[config.mk]
export PLATFORM = sky130hd
export DESIGN_NAME = sequenciador_execucao
export DESIGN_NICKNAME = d
export VERILOG_FILES = /design/src/rtl/sequenciador_execucao.sv
export SDC_FILE = /design/constraint.sdc
export NUM_CORES = 1
export LEC_CHECK = 0
export ABC_AREA = 1
export BUFFER_PORTS_ARGS = -buffer_cell sky130_fd_sc_hd__buf_2
export CAP_MARGIN = 0
export CORE_ASPECT_RATIO = 1.2
export CORE_UTILIZATION = 50
export CTS_BUF_LIST = sky130_fd_sc_hd__clkbuf_8
export DETAILED_ROUTE_END_ITERATION = 16
export PLACE_DENSITY = 0.78
export SLEW_MARGIN = 10
export SYNTH_ARGS = -nofsm -noshare
export SYNTH_HDL_FRONTEND = slang
export SYNTH_SLANG_ARGS = --single-unit
[constraint.sdc]
create_clock -name clock -period 1.4 [get_ports clock]
set_input_delay 0.21 -clock clock [delete_from_list [all_inputs] [get_ports clock]]
set_output_delay 0.21 -clock clock [all_outputs]
set_load 0.005 [all_outputs]
[src/rtl/sequenciador_execucao.sv]
// Execution sequencer for a single-cycle CPU: gates PC advance and
// register/memory commits on operator confirmation, I/O waits and HLT.
// Also counts committed instructions, saturating at 16'hFFFF.
module sequenciador_execucao (
  input  logic        clock,
  input  logic        reset,
  input  logic        confirm,
  input  logic        hlt,
  input  logic        io_req,
  input  logic        step_mode,
  output logic        pc_en,
  output logic        io_latch,
  output logic        halted,
  output logic [1:0]  estado,
  output logic [15:0] instr_count
);

  typedef enum logic [1:0] {
    IDLE    = 2'b00,
    RUN     = 2'b01,
    WAIT_IO = 2'b10,
    HALTED  = 2'b11
  } state_t;

  state_t state, next_state;
  logic   conf_q;
  logic   conf_edge;

  // Rising edge of the already-debounced confirm level.
  assign conf_edge = confirm & ~conf_q;

  // State code and halt flag come straight from the state register.
  assign estado = state;
  assign halted = (state == HALTED);

  // Next-state and commit decode; everything is forced idle while reset is high.
  always_comb begin
    // NOTE: every output of this block gets a default first so no path
    // leaves a value unassigned, which would infer a latch.
    next_state = state;
    pc_en      = 1'b0;
    io_latch   = 1'b0;
    if (!reset) begin
      case (state)
        IDLE: begin
          if (conf_edge) next_state = RUN;
        end
        RUN: begin
          // HLT wins over I/O; a confirm edge in the I/O-entry cycle is dropped.
          if (hlt) begin
            next_state = HALTED;
          end else if (io_req) begin
            next_state = WAIT_IO;
          end else begin
            pc_en = step_mode ? conf_edge : 1'b1;
          end
        end
        WAIT_IO: begin
          // The exit cycle both captures switch data and commits the instruction.
          if (conf_edge) begin
            pc_en      = 1'b1;
            io_latch   = 1'b1;
            next_state = RUN;
          end
        end
        HALTED: begin
          next_state = HALTED;
        end
        default: begin
          next_state = IDLE;
        end
      endcase
    end
  end

  // State, confirm history and commit counter registers.
  always_ff @(posedge clock) begin
    // NOTE: sequential state uses non-blocking assignments so every register
    // samples pre-edge values regardless of statement order.
    if (reset) begin
      state       <= IDLE;
      // Reset to 1 so a confirm held through reset is not seen as a press.
      conf_q      <= 1'b1;
      instr_count <= 16'd0;
    end else begin
      state  <= next_state;
      conf_q <= confirm;
      if (pc_en && (instr_count != 16'hFFFF)) begin
        instr_count <= instr_count + 16'd1;
      end
    end
  end

endmodule
Word-level counts from Yosys, hierarchy flattened
Index checks and enable logic that the tools add are counted.
{"block": "word_totals", "mem_bits_rw": 0, "rom_bits": 0, "mem_count": 0, "out_inout_bits": 21, "regBits": 19, "latch_bits": 0}
{"block": "op_classes", "add_sub_neg": 1, "n_bitwise": 2, "muxes": 12, "magnitude_cmp": 0, "div": 0, "n_reduce_logical": 4, "shifts": 0, "n_eq_ne": 6, "n_mul": 0}
{"op": "adder 16 x 1 -> 16 bit (second input constant)", "count": 1}
{"op": "inequality test 16 bit (second input constant)", "count": 1}
{"op": "2-to-1 mux 1 bit", "count": 7}
{"op": "2-to-1 mux 2 bit", "count": 3}
{"op": "case mux 2 bit (3 select lines)", "count": 1}
{"op": "equality test 2 bit (second input constant)", "count": 2}
{"op": "inequality test 3 bit (second input constant)", "count": 1}
{"op": "equality test 2 x 1 -> 1 bit (second input constant)", "count": 1}
{"op": "zero test 2 bit", "count": 1}
{"op": "inequality test 2 x 1 -> 1 bit (second input constant)", "count": 1}
{"op": "case mux 1 bit (2 select lines)", "count": 1}
{"op": "AND reduction 2 bit", "count": 1}
{"op": "OR reduction 2 bit", "count": 1}
{"op": "bitwise AND 1 bit", "count": 1}
{"op": "logical AND 1 bit", "count": 1}
{"op": "NOT 1 bit", "count": 1}

Logic depth before layout (Yosys ltp)
Gate-level depths: netlist of run 1.
{"block": "depth", "word_depth": 8, "depth_mapped": 10, "mapped_depth_nobuf": 9}

Least setup slack after synthesis of run 1
OpenSTA, ideal clock, no wires.
{"block": "synth_path", "kind": "register -> register", "start": "register state[0], in the netlist estado[0]", "end": "register instr_count[1]", "slack_ps": -163, "path_stages_with_launch": 11, "required_time_ps": 1284, "synth_period_minus_slack_ps": 1563, "t_arrival_ps": 1447, "path_buffers": 1, "path_cell_list": "dfxtp_1 > inv_1 > ha_1 > nand2_4 > a21oi_4 > nand2_2 > inv_1 > nand2_4 > buf_6 > nor2_1 > nor2_1"}
{"block": "synth_via", "elab_chain_len": 4}
{"element": "start, declared", "line_no": "25", "source": "state_t state, next_state;"}
{"element": "start signal, assigned", "line_no": "86", "source": "state <= next_state;"}
{"element": "equality test 2 bit or equality test 2 x 1 -> 1 bit (tied branches)", "line_no": "44", "source": "case (state)"}
{"element": "case mux 1 bit (2 select lines) *", "line_no": "44"}
{"element": "2-to-1 mux 1 bit *", "line_no": "43", "source": "if (!reset) begin"}
{"element": "net pc_en", "line_no": "11", "source": "output logic pc_en,"}
{"element": "logical AND 1 bit *", "line_no": "88", "source": "if (pc_en && (instr_count != 16'hFFFF)) begin"}
{"element": "end signal, assigned", "line_no": "89", "source": "instr_count <= instr_count + 16'd1;"}
{"element": "end, declared", "line_no": "15", "source": "output logic [15:0] instr_count"}
Mark *: on every way through the listed nets, which the timed path passes. The rest lies on a longest branch.
A chain may end at the register's enable or synchronous reset.

Final worst setup path of run 1
{"block": "layout_path", "start": "register state[1], in the netlist estado[1]", "end": "register instr_count[15]"}
{"block": "layout_via", "elab_chain_len": 4}
{"element": "equality test 2 bit or equality test 2 x 1 -> 1 bit (tied branches)", "line_no": "44"}
{"element": "case mux 1 bit (2 select lines) *", "line_no": "44"}
{"element": "2-to-1 mux 1 bit *", "line_no": "43"}
{"element": "logical AND 1 bit *", "line_no": "88"}
Mark *: on every way between the ends. The rest lies on a longest branch, timed or not.

==> impl_metrics.json, run 1 <==
{
  "status": "finished with violations",
  "violations": "negative setup slack",
  "path_class": "reg -> reg",
  "wl_per_cell_um": 13.1,
  "cp_max_fo": 6,
  "antenna_found_initial": 0,
  "maxSlewViolCount": 0,
  "cp.required_ns": 1.55,
  "first_pass_iters": 4,
  "power_mw": 1.36,
  "fin_crit_ns": 1.58,
  "routed_wl_um": 3500,
  "drc": 0,
  "synth.lib_cells_used.distinct": 27,
  "p_leak_nw": 0.800,
  "grt_use_met1_pct": 29.0,
  "row_count": 19,
  "clkLatencyLatePin_ns": 0.26,
  "drive_gt1_share_pct": 39.6,
  "synthTopCellsByArea": "dfxtp_1, nand2_1, nor2_1, a21oi_1, ha_1",
  "area_delta_synth_final_pct": 43.0,
  "first_iter_violations": 37,
  "seq_power_share_pct": 43.6,
  "fillCellCount": 180,
  "setup_slack_ns": -0.185,
  "timing.hold.ws_ns": 0.183,
  "ys.flop_type": "dfxtp_1",
  "synth_common_cells": "nand2_1, nor2_1, dfxtp_1",
  "yosysTopAreaCellShare_pct": 31.5,
  "syn_area_per_cell_um2": 6.74,
  "via_count": 1405,
  "fin_nets": 247,
  "hold_buffers": 0,
  "busiest_layer": "met2",
  "synthArstFlopShare_pct": 0,
  "path_clk_slew_ns": 0.07,
  "p_clk_share_pct": 28.7,
  "fin_setup_tns_ns": -2.30,
  "swShare_pct": 30.0,
  "multiInputGateArea_um2": 803,
  "die_x_um": 46.8,
  "io_pins": 27,
  "grt_pass1_wl_um": 5370,
  "grt_pass1_vias": 1335,
  "die_y_um": 55.8,
  "ys_warn_count": 0,
  "worst_pin_slew_ns": 0.280,
  "dp_hpwl_um": 2340,
  "cpMostUsedCell": "nand2_4",
  "crit_path_top_delay_cell": "dfxtp_4",
  "seq_area_um2": 388,
  "finalHoldViolCount": 0,
  "path_buf_inv": 2,
  "initial_utilization_pct": 52.9,
  "ys_ff_latch": 19,
  "critical_path.max_stage_delay_ns": 0.37,
  "setup_viol": 16,
  "syn_nets": 190,
  "switchingPower_mw": 0.407,
  "yosysMostFrequentCell": "nand2_1",
  "cp_top_family": "simple AND/OR/NAND/NOR gates",
  "cts_max_path_buffers": 2,
  "synth_edf_count": 0,
  "diodes": 0,
  "gr-total-overflow": 0,
  "ys_seq_area_share_pct": 31.5,
  "dpl.cell_count": 257,
  "die_area_um2": 2610,
  "cts_made_buffers": 3,
  "worstHoldPathType": "in -> reg",
  "grt_start_max_net_pins": 17,
  "critPathArrivalTime_ns": 1.74,
  "worstSetupEndpointType": "register",
  "pwr-share-comb_pct": 27.7,
  "cts_sinks": 19,
  "synthCells": 179,
  "finClkSkew_ns": 0.00319,
  "peakVddDrop_uv": 755,
  "cts_tree": "done",
  "critPathLaunchType": "register",
  "met3_usage_pct": 5.19,
  "cts_root_buf": "clkbuf_8",
  "synth_top_area_cell": "dfxtp_1",
  "rsz0062_at_grt": "yes",
  "p_int_mw": 0.949,
  "relSlewSlack_pct": 81.3,
  "ant_nets": 0,
  "portBuffers": 26,
  "vias_per_cell": 5.28,
  "h-tree-depth": 1,
  "fin_cells": 266,
  "core-area_um2": 2280,
  "timing.fmax_mhz": 631,
  "met2_usage_pct": 49.6,
  "maxCapViolations": 0,
  "syn-cell-area_um2": 1210,
  "p_per_area_nw_per_um2": 786,
  "crit_chain": "inv_4 > ha_4 > nand2_4 > a21oi_4 > nand2_4 > nor2_4 > buf_6 > nand3_2 > nand2_1 > nor2_1",
  "finalCritPeriodShare_pct": 113,
  "grt_usage_pct": 27.2,
  "place.gp.congestion": 0.837
}
## cells in the final DEF (no fill, tap or decap), drive strengths merged
master / instances
clkbuf: 3
nor2: 25
clkinv: 2
dfxtp: 19
inv: 17
or2: 1
ha: 5
nand2: 63
buf: 55
a21oi: 15
nand4: 6
nand3: 9
xnor2: 3
xor2: 4
a211oi: 1
nor3: 1
o21ai: 6
## kinds of logic after synthesis
kind of cell,Yosys count,synth area share [%]
XOR/XNOR,7,5.08
flip-flops,19,31.5
AND/OR/NAND/NOR,104,38.6
AO/OA/AOI/OAI,22,10.6
buffers and inverters,22,9.02
adder cells (fa/ha/maj),5,5.19
## metrics by stage
step                      instance area (µm²)  worst slack [ns]  util, %
final                                    1730            -0.185     75.6
after global routing                     1730            -0.264     75.6
after CTS                                1660            -0.173     72.6
after detailed placement                 1550            -0.131     67.7
after global placement                   1550           -0.0511     67.7
after floorplan                          1230           -0.0163        -
## cell type report
type	count	share of cell area [%]
Tap cell	31	2.25
Inverter	18	4.28
Clock buffer	3	2.39
Timing Repair Buffer	55	21.8
Sequential cell	19	22.5
Multi-Input combinational cell	139	46.6
Clock inverter	1	0.218
## flip-flops by register name, summed over array words and instances (netlist names)
| name | count |
|---|---|
| estado | 2 |
| instr_count | 16 |
| conf_q | 1 |
## layer usage
metal	up-vias	part of all wire, %	wire length [µm]
met2	61	56	1970
met4	0	0.97	34
met5	-	0	0
li1	679	-	-
met1	657	37	1280
met3	8	5.9	207
## timing repair
item / 4_1_cts / 5_1_grt
buffers inserted: 1 / 2
resized for setup: 11 / 14
cloned: 2 / 0
endpoints found under the hold margin: 0 / 0
pin swaps: 9 / 9
endpoints found under the setup margin: 16 / 19
## power by group through the flow
stage	sequential (mW)	combinational [mW]	clock [mW]
after CTS	0.586	0.353	0.382
after global placement	0.596	0.319	0
after global routing	0.595	0.417	0.421
final	0.592	0.375	0.389
after floorplan	0.609	0.195	0
after detailed placement	0.599	0.341	0
## final timing paths
kind	from	end	slack (ns)	depth (start not counted)
max	estado[1]	instr_count[15]	-0.18	10
min	confirm	conf_q	0.18	2
max reg2reg	estado[1]	instr_count[15]	-0.18	10
min reg2reg	instr_count[8]	instr_count[8]	0.52	2
Note: power is estimated with default switching activity, not from simulation.
==> run 2: changes to the inputs <==
--- a/config.mk
+++ b/config.mk
@@ -12,7 +12,7 @@
 export CORE_UTILIZATION = 50
 export CTS_BUF_LIST = sky130_fd_sc_hd__clkbuf_8
 export DETAILED_ROUTE_END_ITERATION = 16
-export PLACE_DENSITY = 0.78
+export PLACE_DENSITY = 0.75
 export SLEW_MARGIN = 10
 export SYNTH_ARGS = -nofsm -noshare
 export SYNTH_HDL_FRONTEND = slang
==> run 2 against run 1 <==
The flow still finishes with violations (negative setup slack); combinational power grew 46%; clock-buffer cell count is the same; cell count grew 2.6%; register-to-register slack is essentially flat; power grew 13%.
==> impl_metrics.json, run 2 (synthesized netlist as in run 1, its figures left out) <==
{
  "setup_slack_ns": -0.209,
  "crit_chain": "inv_4 > buf_4 > ha_4 > nand2_4 > nand2_2 > nand2_2 > inv_2 > buf_6",
  "cp.required_ns": 1.19,
  "drc": 0,
  "die_x_um": 46.8,
  "cts_root_buf": "clkbuf_8",
  "violations": "negative setup slack",
  "dpl.cell_count": 256,
  "core-area_um2": 2280,
  "p_leak_nw": 0.889,
  "maxCapViolations": 0,
  "cts_made_buffers": 3,
  "worstSetupEndpointType": "output pin",
  "gr-total-overflow": 0,
  "ant_nets": 0,
  "wl_per_cell_um": 14.8,
  "finClkSkew_ns": 0.00466,
  "peakVddDrop_uv": 890,
  "vias_per_cell": 5.29,
  "cpMostUsedCell": "nand2_2",
  "critPathLaunchType": "register",
  "relSlewSlack_pct": 79.3,
  "setup_viol": 20,
  "grt_start_max_net_pins": 17,
  "layout_commonest_cell": "nand2_1",
  "h-tree-depth": 1,
  "place.gp.congestion": 0.806,
  "path_clk_slew_ns": 0.07,
  "cts_max_path_buffers": 2,
  "die_area_um2": 2610,
  "fillCellCount": 154,
  "routed_wl_um": 4030,
  "cts_sinks": 19,
  "path_buf_inv": 4,
  "largest_register": "instr_count",
  "multiInputGateArea_um2": 916,
  "fin_crit_ns": 1.61,
  "fin_cells": 273,
  "grt_pass1_vias": 1402,
  "hold_buffers": 0,
  "path_class": "reg -> out",
  "layout_common_cells": "nand2_1, buf_4, buf_2",
  "worst_pin_slew_ns": 0.309,
  "finalCritPeriodShare_pct": 115,
  "dp_hpwl_um": 2280,
  "critPathArrivalTime_ns": 1.40,
  "dpl_worst_slack_ns": -0.141,
  "io_pins": 27,
  "postLayoutCoreUtil_pct": 83.1,
  "cp_top_family": "flip-flops",
  "clkLatencyLatePin_ns": 0.26,
  "largest_reg_flops": 16,
  "antenna_found_initial": 0,
  "cp_max_fo": 3,
  "seq_area_um2": 385,
  "worstHoldPathType": "in -> reg",
  "grt_pass1_wl_um": 5750,
  "via_count": 1445,
  "p_per_area_nw_per_um2": 806,
  "first_iter_violations": 44,
  "status": "finished with violations",
  "maxSlewViolCount": 0,
  "portBuffers": 26,
  "first_pass_iters": 4,
  "diodes": 0,
  "finalHoldViolCount": 0,
  "row_count": 19,
  "cts_tree": "done",
  "die_y_um": 55.8,
  "crit_path_top_delay_cell": "dfxtp_2",
  "drive_gt1_share_pct": 50.0,
  "critical_path.max_stage_delay_ns": 0.37,
  "timing.hold.ws_ns": 0.211,
  "initial_utilization_pct": 52.9,
  "area_delta_synth_final_pct": 57.2,
  "timing.fmax_mhz": 622,
  "grt_usage_pct": 30.2,
  "fin_nets": 254,
  "rsz0062_at_grt": "yes"
}
## run 2: area by class of cell
type	count	area share [%]
clock buffers	3	2.18
clock inverters	1	0.198
inverters	18	3.89
multi-input cells	139	48.3
flip-flops and latches	19	20.3
well taps	31	2.05
repair buffers	62	23.0
## run 2: per-layer routing
layer	vias up	share of wire, %	wire (µm)	GRT usage, %
met3	26	3.9	157	3.90
met4	0	5.4	218	15.9
li1	691	-	-	-
met1	670	38	1520	30.4
met5	-	0	0	0
met2	58	53	2130	55.4
## run 2: report_power, final
| group | total (mW) | internal (mW) | switching [mW] | leakage, nW |
|---|---|---|---|---|
| combinational | 0.546 | 0.269 | 0.277 | 0.706 |
| clock | 0.390 | 0.196 | 0.195 | 0.0269 |
| sequential | 0.590 | 0.569 | 0.0218 | 0.155 |
| total | 1.53 | 1.03 | 0.493 | 0.889 |
## run 2: per-stage QoR
| stage | area, µm² | total power, mW | setup TNS, ns |
|---|---|---|---|
| floorplan | 1230 | 0.804 | -0.121 |
| global placement | 1550 | 0.927 | -0.457 |
| detailed placement | 1550 | 0.939 | -1.15 |
| CTS | 1810 | 1.38 | -2.12 |
| global route | 1900 | 1.58 | -3.96 |
| finish | 1900 | 1.53 | -2.65 |
## run 2: worst register-to-register path, stage by stage (launching register included)
cell     delay (ns)
dfxtp_2        0.37
buf_4          0.13
ha_2           0.17
nand3_2        0.09
nand2_2        0.10
nand2_2        0.09
nor2_4         0.17
buf_6          0.18
nand2_2        0.07
a21oi_2        0.14
## run 2: timing repair
| action | in CTS | in global routing |
|---|---|---|
| cloned | 2 | 0 |
| buffers inserted | 11 | 2 |
| pin swaps | 15 | 11 |
| hold endpoints to repair | 0 | 0 |
| gates resized for setup | 25 | 30 |
| setup endpoints to repair | 17 | 21 |
## run 2: worst paths after layout
check | startpoint | to | slack (ns) | cells past startpoint
worst min-delay path | confirm | conf_q | 0.21 | 2
worst min register to register | instr_count[3] | instr_count[3] | 0.57 | 2
worst max register to register | estado[1] | instr_count[7] | -0.18 | 9
worst max-delay path | estado[1] | pc_en | -0.21 | 8
